[config.mk]
export PLATFORM = sky130hd
export DESIGN_NAME = hack_io_port_flat
export DESIGN_NICKNAME = d
export VERILOG_FILES = /design/src/rtl/hack_io_port_if.sv /design/src/rtl/hack_io_port.sv /design/src/flat_wrapper.sv
export SDC_FILE = /design/constraint.sdc
export NUM_CORES = 1
export LEC_CHECK = 0
export ABC_AREA = 1
export BUFFER_PORTS_ARGS = -buffer_cell sky130_fd_sc_hd__buf_2
export CAP_MARGIN = 10
export CORE_MARGIN = 1
export CORE_UTILIZATION = 60
export CTS_BUF_LIST = sky130_fd_sc_hd__clkbuf_4
export DETAILED_ROUTE_END_ITERATION = 12
export PLACE_DENSITY = 0.78
export SLEW_MARGIN = 10
export SYNTH_ARGS = -nofsm -noshare
export SYNTH_HDL_FRONTEND = slang
export SYNTH_SLANG_ARGS = --single-unit
[constraint.sdc]
create_clock -name clk -period 3.9 [get_ports clk]
set_clock_uncertainty 0.2 [all_clocks]
set_input_delay 0.195 -clock clk [delete_from_list [all_inputs] [get_ports clk]]
set_output_delay 0.195 -clock clk [all_outputs]
set_load 0.02 [all_outputs]
[src/rtl/hack_io_port_if.sv]
// Bus between memory_io_bridge and hack_io_port: address, write data/strobe, read data.
interface hack_io_port_if;
    logic [15:0] io_addr;
    logic [15:0] io_data_out;
    logic        io_we;
    logic [15:0] io_data_in;

    modport master (
        output io_addr,
        output io_data_out,
        output io_we,
        input  io_data_in
    );

    modport slave (
        input  io_addr,
        input  io_data_out,
        input  io_we,
        output io_data_in
    );
endinterface

[src/rtl/hack_io_port.sv]
// Hack I/O window responder: keyboard FIFO (KBD/KSTAT), 8N1 UART transmitter (UTX)
// and a 16-bit LED register. Reads are combinational; writes land on the rising clk edge.
module hack_io_port #(
    parameter int unsigned FIFO_DEPTH   = 8,
    parameter int unsigned CLKS_PER_BIT = 868
) (
    input  logic              clk,
    input  logic              rst_n,
    hack_io_port_if.slave     bus,
    input  logic              key_valid,
    input  logic [15:0]       key_data,
    output logic              uart_tx,
    output logic [15:0]       led
);

    localparam int unsigned PW   = (FIFO_DEPTH > 1) ? $clog2(FIFO_DEPTH) : 1;
    localparam int unsigned CNTW = PW + 1;
    localparam int unsigned CW   = (CLKS_PER_BIT > 1) ? $clog2(CLKS_PER_BIT) : 1;

    typedef logic [PW-1:0]   ptr_t;
    typedef logic [CNTW-1:0] cnt_t;
    typedef logic [CW-1:0]   bcnt_t;

    typedef enum logic [1:0] {StIdle, StStart, StData, StStop} tx_state_e;

    // Address decode
    logic sel_kbd, sel_kstat, sel_utx, sel_led;
    logic wr_kbd, wr_kstat, wr_utx, wr_led;

    assign sel_kbd   = (bus.io_addr == 16'h6000);
    assign sel_kstat = (bus.io_addr == 16'h6001);
    assign sel_utx   = (bus.io_addr == 16'h6002);
    assign sel_led   = (bus.io_addr == 16'h6003);

    assign wr_kbd    = bus.io_we & sel_kbd;
    assign wr_kstat  = bus.io_we & sel_kstat;
    assign wr_utx    = bus.io_we & sel_utx;
    assign wr_led    = bus.io_we & sel_led;

    // ---------------- Keyboard FIFO ----------------
    logic [15:0] mem [FIFO_DEPTH];
    ptr_t        wr_ptr_q, wr_ptr_d;
    ptr_t        rd_ptr_q, rd_ptr_d;
    cnt_t        count_q, count_d;
    logic        ovf_q, ovf_d;
    logic        fifo_empty, fifo_full, do_push, do_pop;

    // FIFO next state; a pop on the same edge frees the slot for a push into a full FIFO
    always_comb begin
        fifo_empty = (count_q == '0);
        fifo_full  = (count_q == cnt_t'(FIFO_DEPTH));
        do_pop     = wr_kbd & ~fifo_empty;
        do_push    = key_valid & (~fifo_full | do_pop);

        wr_ptr_d = do_push ? wr_ptr_q + ptr_t'(1) : wr_ptr_q;
        rd_ptr_d = do_pop  ? rd_ptr_q + ptr_t'(1) : rd_ptr_q;

        count_d = count_q;
        if (do_push && !do_pop) begin
            count_d = count_q + cnt_t'(1);
        end else if (!do_push && do_pop) begin
            count_d = count_q - cnt_t'(1);
        end

        // Clear first so a same-cycle dropped push keeps the flag set
        ovf_d = ovf_q;
        if (wr_kstat) begin
            ovf_d = 1'b0;
        end
        if (key_valid && !do_push) begin
            ovf_d = 1'b1;
        end
    end

    // FIFO pointer/count/overflow state
    always_ff @(posedge clk or negedge rst_n) begin
        if (!rst_n) begin
            wr_ptr_q <= '0;
            rd_ptr_q <= '0;
            count_q  <= '0;
            ovf_q    <= 1'b0;
        end else begin
            wr_ptr_q <= wr_ptr_d;
            rd_ptr_q <= rd_ptr_d;
            count_q  <= count_d;
            ovf_q    <= ovf_d;
        end
    end

    // FIFO storage; contents are don't-care while empty so no reset is needed
    always_ff @(posedge clk) begin
        if (do_push) begin
            mem[wr_ptr_q] <= key_data;
        end
    end

    // ---------------- LED register ----------------
    logic [15:0] led_q;

    // LED register write
    always_ff @(posedge clk or negedge rst_n) begin
        if (!rst_n) begin
            led_q <= 16'h0000;
        end else if (wr_led) begin
            led_q <= bus.io_data_out;
        end
    end

    assign led = led_q;

    // ---------------- UART transmitter ----------------
    tx_state_e tx_state_q;
    bcnt_t     bcnt_q;
    logic [2:0] bit_q;
    logic [7:0] shift_q;
    logic       tx_q;
    logic       bit_done, tx_busy, utx_start;

    assign bit_done  = (bcnt_q == bcnt_t'(CLKS_PER_BIT - 1));
    assign tx_busy   = (tx_state_q != StIdle);
    // The edge that ends STOP may accept the next frame directly
    assign utx_start = wr_utx & ((tx_state_q == StIdle) | ((tx_state_q == StStop) & bit_done));

    // 8N1 frame sequencer with registered serial output
    always_ff @(posedge clk or negedge rst_n) begin
        if (!rst_n) begin
            tx_state_q <= StIdle;
            bcnt_q     <= '0;
            bit_q      <= 3'd0;
            shift_q    <= 8'h00;
            tx_q       <= 1'b1;
        end else begin
            bcnt_q <= bit_done ? '0 : bcnt_q + bcnt_t'(1);
            case (tx_state_q)
                StIdle: begin
                    bcnt_q <= '0;
                    if (utx_start) begin
                        tx_state_q <= StStart;
                        shift_q    <= bus.io_data_out[7:0];
                        tx_q       <= 1'b0;
                    end
                end
                StStart: begin
                    if (bit_done) begin
                        tx_state_q <= StData;
                        tx_q       <= shift_q[0];
                        shift_q    <= shift_q >> 1;
                        bit_q      <= 3'd0;
                    end
                end
                StData: begin
                    if (bit_done) begin
                        if (bit_q == 3'd7) begin
                            tx_state_q <= StStop;
                            tx_q       <= 1'b1;
                        end else begin
                            tx_q    <= shift_q[0];
                            shift_q <= shift_q >> 1;
                            bit_q   <= bit_q + 3'd1;
                        end
                    end
                end
                StStop: begin
                    if (bit_done) begin
                        if (utx_start) begin
                            tx_state_q <= StStart;
                            shift_q    <= bus.io_data_out[7:0];
                            tx_q       <= 1'b0;
                        end else begin
                            tx_state_q <= StIdle;
                        end
                    end
                end
                default: tx_state_q <= StIdle;
            endcase
        end
    end

    assign uart_tx = tx_q;

    // ---------------- Read map ----------------
    logic [6:0] count7;
    assign count7 = 7'(count_q);

    // Combinational read data from address and current state
    always_comb begin
        bus.io_data_in = 16'h0000;
        if (sel_kbd) begin
            bus.io_data_in = fifo_empty ? 16'h0000 : mem[rd_ptr_q];
        end else if (sel_kstat) begin
            bus.io_data_in = {8'h00, count7, ovf_q};
        end else if (sel_utx) begin
            bus.io_data_in = {15'b0, tx_busy};
        end else if (sel_led) begin
            bus.io_data_in = led_q;
        end
    end

endmodule

[src/flat_wrapper.sv]
// flat-port wrapper written by rule: the top's interface ports become plain ports
module hack_io_port_flat 
#(
    parameter int unsigned FIFO_DEPTH   = 8,
    parameter int unsigned CLKS_PER_BIT = 868
)
  (clk, rst_n, key_valid, key_data, uart_tx, led, bus_io_addr, bus_io_data_out, bus_io_we, bus_io_data_in);
  hack_io_port_if bus_i ();
  input  logic clk;
  input  logic rst_n;
  input  logic key_valid;
  input  logic [15:0] key_data;
  output logic uart_tx;
  output logic [15:0] led;
  input wire logic [$bits(bus_i.io_addr)-1:0] bus_io_addr;
  input wire logic [$bits(bus_i.io_data_out)-1:0] bus_io_data_out;
  input wire logic [$bits(bus_i.io_we)-1:0] bus_io_we;
  output wire logic [$bits(bus_i.io_data_in)-1:0] bus_io_data_in;
  assign bus_i.io_addr = bus_io_addr;
  assign bus_i.io_data_out = bus_io_data_out;
  assign bus_i.io_we = bus_io_we;
  assign bus_io_data_in = bus_i.io_data_in;
  hack_io_port #(.FIFO_DEPTH(FIFO_DEPTH), .CLKS_PER_BIT(CLKS_PER_BIT)) u_core (.clk(clk), .rst_n(rst_n), .bus(bus_i), .key_valid(key_valid), .key_data(key_data), .uart_tx(uart_tx), .led(led));
endmodule
==> results of run 1 <==
## flip-flops by register name, summed over array words and instances (netlist names)
register,count
u_core.shift_q,8
u_core.bit_q,3
u_core.count_q,4
u_core.ovf_q,1
u_core.led,16
u_core.rd_ptr_q,3
u_core.mem,128
u_core.uart_tx,1
u_core.tx_state_q,2
u_core.wr_ptr_q,3
u_core.bcnt_q,10
## cells by family (layout without fill, tap and decap cells)
family                   after synthesis  after routing  share of synthesized area
AND/OR/NAND/NOR                      349            349                     0.1863
XOR/XNOR                              10             10                    0.01100
AO/OA/AOI/OAI                        137            137                    0.09238
adder cells (fa/ha/maj)               14             14                    0.02294
buffers and inverters                 84            221                    0.04430
flip-flops                           179            179                     0.6430
## critical path, cell delays in order
cell and delay, ns:
dlygate4sd3_1 0.54, buf_2 0.12, nor2_1 0.08, dlygate4sd3_1 0.56
nand2_1 0.08, nor2_2 0.14, nand2_2 0.09, nor2_4 0.14
nand2_4 0.09, nand2_2 0.12, nand2_4 0.10, inv_1 0.07
ha_1 0.18, inv_1 0.11, ha_1 0.29, a21o_1 0.18
a21oi_1 0.16, xor2_1 0.19, nand2_1 0.06, o21ai_0 0.06
## power by group through the flow
stage	combinational, W	clock (W)	sequential [W]
6_report	0.00107	0.000968	0.00252
5_1_grt	0.00120	0.00107	0.00255
4_1_cts	0.00106	0.000992	0.00252
3_5_place_dp	0.00102	0	0.00256
3_3_place_gp	0.000972	0	0.00254
2_1_floorplan	0.000734	0	0.00252
## Yosys cell counts, types with 9 or more instances
library cell,count
edfxtp_1,128
o21ai_1,16
buf_2,9
o22ai_1,32
o21ai_0,79
nor2_1,100
clkbuf_1,16
dfrtp_1,50
nand2_1,177
nand3_1,44
inv_1,46
ha_1,13
## placed cells by master, fill, tap and decap left out, types with 16 or more instances in the layout
| master | netlist | routed |
|---|---|---|
| buf_2 | 9 | 83 |
| clkbuf_4 | 0 | 19 |
| dfrtp_1 | 50 | 50 |
| dlygate4sd3_1 | 0 | 40 |
| edfxtp_1 | 128 | 128 |
| inv_1 | 46 | 46 |
| nand2_1 | 177 | 177 |
| nand3_1 | 44 | 44 |
| nor2_1 | 100 | 100 |
| o21ai_0 | 79 | 79 |
| o21ai_1 | 16 | 16 |
| o22ai_1 | 32 | 32 |
## repair_timing
item | CTS | global route
hold buffers | 40 | 0
endpoints found under the hold margin | 209 | 0
setup buffers | 0 | 0
## metal layers
metal / vias up / wire, µm
met1: 2913 / 7735
met2: 262 / 9115
met4: 0 / 616
met5: - / 0
met3: 49 / 1097
li1: 2881 / -
## cell type report
type,instances,area share
clock buffers,19,0.01547
clock inverters,12,0.01248
inverters,52,0.02117
multi-input cells,510,0.2701
flip-flops and latches,179,0.5554
well taps,172,0.02334
repair buffers,138,0.1020
## worst min-delay path by stage
stage,startpoint,end,slack [ns],cells after the start
6_report,rst_n,u_core.shift_q[3],-0.004,2
5_1_grt,rst_n,u_core.shift_q[5],0.003,2
4_1_cts,bus_io_addr[10],u_core.tx_state_q[0],0.0003,10
3_5_place_dp,bus_io_data_out[15],u_core.led[15],0.24,3
3_3_place_gp,bus_io_data_out[15],u_core.led[15],0.24,3
2_1_floorplan,rst_n,u_core.bcnt_q[0],-0.30,0
## metrics by stage
stage | util | cell area [µm²] | hold slack, ns
6_report | 0.7218 | 9220 | -0.004493
5_1_grt | 0.7218 | 9220 | 0.002982
4_1_cts | 0.7216 | 9218 | 0.0003121
3_5_place_dp | 0.6701 | 8559 | 0.2436
3_3_place_gp | 0.6701 | 8559 | 0.2355
2_1_floorplan | - | 7964 | -0.3006
==> flow_metrics.env, run 1 <==
export IMPL_outcome="finished with violations"
export IMPL_violations="hold timing"
export IMPL_r2r_start="u_core.count_q[0]"
export IMPL_arrival_ns=3.57
export IMPL_multi_input_area_um2=2490
export IMPL_fp_dieArea_um2=13740
export IMPL_yosysSeqAreaShare=0.6430
export IMPL_ioPinCount=85
export IMPL_fin_crit_sh=0.8438
export IMPL_switching_share=0.3188
export IMPL_p_leak_nw=3.886
export IMPL_htreeDepth=4
export IMPL_path_clk_slew_ns=0.14
export IMPL_grt_pass1_vias=5876
export IMPL_worst_slew_pin_slew_ns=1.158
export IMPL_grt_use_met2=0.4635
export IMPL_met3_usage=0.05201
export IMPL_drt_iter0_markers=653
export IMPL_crit_path_start="bus_io_addr[8]"
export IMPL_maxSlewViolCount=0
export IMPL_wl_um=18570
export IMPL_final_fill_count=904
export IMPL_p_sw_w=0.001453
export IMPL_final_cells=1082
export IMPL_vias=6105
export IMPL_power_frac_comb=0.234
export IMPL_insertion_delay_ns=0.56
export IMPL_drive_above_1_share=0.1637
export IMPL_die_w_um=117.2
export IMPL_fin_tns_setup_ns=0
export IMPL_cts_resized=0
export IMPL_grt_usage=0.2871
export IMPL_whs_ns=-0.004493
export IMPL_drv_cap=0
export IMPL_rrSetupSlack_ns=1.00
export IMPL_start_util=0.6235
export IMPL_r2r_end="u_core.count_q[3]"
export IMPL_syn_avg_cell_area_um2=10.30
export IMPL_synth_edf_count=128
export IMPL_yosysUniqueCellTypes=38
export IMPL_numCtsBuffers=17
export IMPL_core_area_um2=12770
export IMPL_syn_inst=773
export IMPL_pre_cts_slack_ns=1.054
export IMPL_setup_slack_ns=0.6092
export IMPL_p_total_w=0.004558
export IMPL_portBuffers=84
export IMPL_slew_headroom=0.2261
export IMPL_required_ns=4.18
export IMPL_synth_area_leaders="edfxtp_1 (48%), dfrtp_1 (16%), nand2_1 (8.3%)"
export IMPL_hpwl_um=11640
export IMPL_grt_first_pass_wirelength_um=28850
export IMPL_crit_fanout=9
export IMPL_yosysWarningCount=0
export IMPL_hold_path_class="in2async"
export IMPL_ff_latch_area_um2=5121
export IMPL_netlist_area_um2=7964
export IMPL_rsz0062_at_grt="false"
export IMPL_cts_sinks=179
export IMPL_fp_row_count=41
export IMPL_cp_start_kind="input pin"
export IMPL_ys_flop_type="edfxtp_1"
export IMPL_p_seq_frac=0.553
export IMPL_antenna_found_initial=0
export IMPL_critPathCapture="u_core.count_q[3]"
export IMPL_powerDensity_nw_per_um2=494.3
export IMPL_drtPass1Iterations=5
export IMPL_synth_net_count=839
export IMPL_wire_per_inst_um=17.16
export IMPL_top_usage_layer="met2"
export IMPL_min_period_ns=3.291
export IMPL_antenna_left=0
export IMPL_via_per_inst=5.642
export IMPL_cts_root_buf="clkbuf_4"
export IMPL_power_share_clock=0.212
export IMPL_drc=0
export IMPL_yosys_area_top_type_share=0.4826
export IMPL_synth_async_reset_ratio=0.2849
export IMPL_endpoint_kind="flip-flop"
export IMPL_setup_viol=0
export IMPL_place_gp_congestion=0.8893
export IMPL_criticalPathCategory="in2reg"
export IMPL_grt_max_degree=66
export IMPL_n_antenna_cell=0
export IMPL_grt_overflow_total=0
export IMPL_clockBufferDepth=2
export IMPL_tritoncts="done"
export IMPL_use_met1=0.3772
export IMPL_die_height_um=117.2
export IMPL_yosys_area_top_type="edfxtp_1"
export IMPL_ir_drop_uv=289.5
export IMPL_syn2layout_area_growth_pct=15.77
export IMPL_dp_cells=1011
export IMPL_internal_power_w=0.003105
export IMPL_hold_viol=7
export IMPL_max_freq_mhz=303.9
export IMPL_r2r_cells=12
export IMPL_fin_nets=964
export IMPL_synth_seq_cells=179
(Power assumes the default switching activity.)
==> run 2: changes to the inputs <==
Clock period 3.9 ns to 3.31 ns, I/O delays scaled along.
==> run 2 against run 1 <==
Compared with the run above:
- the flow now finishes without violations
- register-to-register slack got worse by 0.62 ns
- die area did not move
- cell count rose by 2.8%
- hold slack improved by 0.11 ns
- total power rose by 21%
- setup slack got worse by 0.50 ns
- final area rose by 3.5%
- via count rose by 5.9%
- utilization rose by 2.5 points
- combinational power rose by 24%
==> flow_metrics.env, run 2 (synthesis results as in run 1) <==
export IMPL_outcome="complete, no violations"
export IMPL_final_fill_count=861
export IMPL_r2r_cells=12
export IMPL_place_gp_congestion=0.9125
export IMPL_powerDensity_nw_per_um2=577.4
export IMPL_finish_utilization=0.7471
export IMPL_layout_common_cells="nand2_1 (175), edfxtp_1 (128), nor2_1 (100), buf_2 (83), o21ai_0 (79)"
export IMPL_hold_path_class="in2reg"
export IMPL_tritoncts="done"
export IMPL_crit_fanout=17
export IMPL_required_ns=2.94
export IMPL_largest_register="u_core.mem"
export IMPL_grt_first_pass_wirelength_um=30090
export IMPL_setup_viol=0
export IMPL_r2r_end="u_core.count_q[3]"
export IMPL_cts_sinks=179
export IMPL_clockBufferDepth=2
export IMPL_maxSlewViolCount=0
export IMPL_ioPinCount=85
export IMPL_core_area_um2=12770
export IMPL_die_w_um=117.2
export IMPL_cts_root_buf="clkbuf_4"
export IMPL_numCtsBuffers=17
export IMPL_wire_per_inst_um=18.03
export IMPL_r2r_start="u_core.count_q[0]"
export IMPL_crit_path_max_incr_delay_ns=0.54
export IMPL_holdPathEnd="u_core.wr_ptr_q[0]"
export IMPL_criticalPathCategory="in2out"
export IMPL_hold_viol=0
export IMPL_cts_setup_buffers=0
export IMPL_slew_headroom=0.5538
export IMPL_hpwl_um=11570
export IMPL_fin_nets=993
export IMPL_portBuffers=84
export IMPL_worst_slew_pin_slew_ns=0.6693
export IMPL_largest_register_ffs=128
export IMPL_htreeDepth=4
export IMPL_antenna_found_initial=0
export IMPL_n_antenna_cell=0
export IMPL_endpoint_kind="output port"
export IMPL_crit_chain="dlygate4sd3_1 > buf_2 > nor2_1 > dlygate4sd3_1 > nand2_1 > inv_1 > nand2_2 > clkinv_1 > nand3_1 > o211ai_1 > buf_2"
export IMPL_drv_cap=0
export IMPL_grt_max_degree=66
export IMPL_fin_area_um2=9543
export IMPL_final_common_cell="nand2_1"
export IMPL_p_total_w=0.005510
export IMPL_max_freq_mhz=312.6
export IMPL_wl_um=20050
export IMPL_via_per_inst=5.816
export IMPL_drtPass1Iterations=7
export IMPL_fp_dieArea_um2=13740
export IMPL_fp_row_count=41
export IMPL_drt_iter0_markers=930
export IMPL_ir_drop_uv=500.8
export IMPL_min_path_cells=8
export IMPL_grt_usage=0.3002
export IMPL_grt_pass1_vias=6107
export IMPL_cp_start_kind="input pin"
export IMPL_fin_crit_sh=0.9666
export IMPL_cp_slowest_cell="dlygate4sd3_1"
export IMPL_drive_above_1_share=0.1691
export IMPL_place_area_um2=8582
export IMPL_die_height_um=117.2
export IMPL_rrSetupSlack_ns=0.38
export IMPL_syn2layout_area_growth_pct=19.83
export IMPL_insertion_delay_ns=0.58
export IMPL_drc=0
export IMPL_antenna_left=0
export IMPL_p_leak_nw=4.058
export IMPL_hp_start="bus_io_addr[2]"
export IMPL_path_clk_slew_ns=0.12
export IMPL_arrival_ns=2.83
export IMPL_grt_overflow_total=0
export IMPL_start_util=0.6235
export IMPL_vias=6467
export IMPL_crit_path_start="bus_io_addr[12]"
export IMPL_min_period_ns=3.199
run 2: changes by cell type in the layout (fill, tap and decap cells not counted), sizes merged:
cell	before	now
inv	51	52
clkinvlp	1	3
buf	98	101
dlygate4sd3	40	66
clkinv	10	8
run 2: final cells by class:
| type | instances | area [µm²] | area share |
|---|---|---|---|
| clock inverter | 13 | 133.9 | 0.01403 |
| clock buffer | 19 | 142.6 | 0.01495 |
| inverter | 52 | 195.2 | 0.02045 |
| sequential | 179 | 5121 | 0.5366 |
| multi-input combinational | 510 | 2511 | 0.2631 |
| timing repair buffer | 167 | 1224 | 0.1282 |
| tap | 172 | 215.2 | 0.02255 |
run 2: how the worst max path moves through the flow:
stage                        endpoint  slack [ns]  depth (start not counted)
floorplan           u_core.count_q[3]        0.72                         14
CTS                 u_core.count_q[3]        0.16                         20
detailed placement  u_core.count_q[3]        0.45                         14
global route        u_core.count_q[3]       -0.02                         20
global placement    u_core.count_q[3]        0.64                         14
finish              bus_io_data_in[4]        0.11                         11
run 2: power breakdown:
group	internal (W)	switching, W	leakage (nW)	total (W)
logic	0.000461	0.000869	2.09	0.00133
registers	0.00277	0.000209	1.83	0.00298
clock network	0.000463	0.000733	0.146	0.00120
run 2: what timing repair did:
action / in CTS / in global routing
hold buffers: 67 / 1
gates resized for setup: 0 / 6
hold endpoints to repair: 212 / 45
setup endpoints to repair: 0 / 12
run 2: metrics by stage:
stage          setup slack [ns]  TNS (ns)  hold WS (ns)  cells
2_1_floorplan            0.7220         0       -0.3301    773
3_3_place_gp             0.6371         0        0.2051   1014
3_5_place_dp             0.4546         0        0.2156   1014
4_1_cts                  0.1561         0       0.02879   1113
5_1_grt                -0.01793  -0.02703       0.06994   1112
6_report                 0.1106         0        0.1042   1112
run 2: routing by layer:
metal  up-vias  GRT usage  routed length [µm]
met4         0     0.1519                 723
met1      3098     0.3670                7772
met2       348     0.4992                9892
li1       2945          -                   -
met3        76    0.07364                1657
met5         -          0                   0
run 2: critical path, delay by kind of cell:
kind,cells,cell delay (ns)
AND/OR/NAND/NOR,4,0.57
AO/OA/AOI/OAI,1,0.17
buffers and inverters,6,1.91
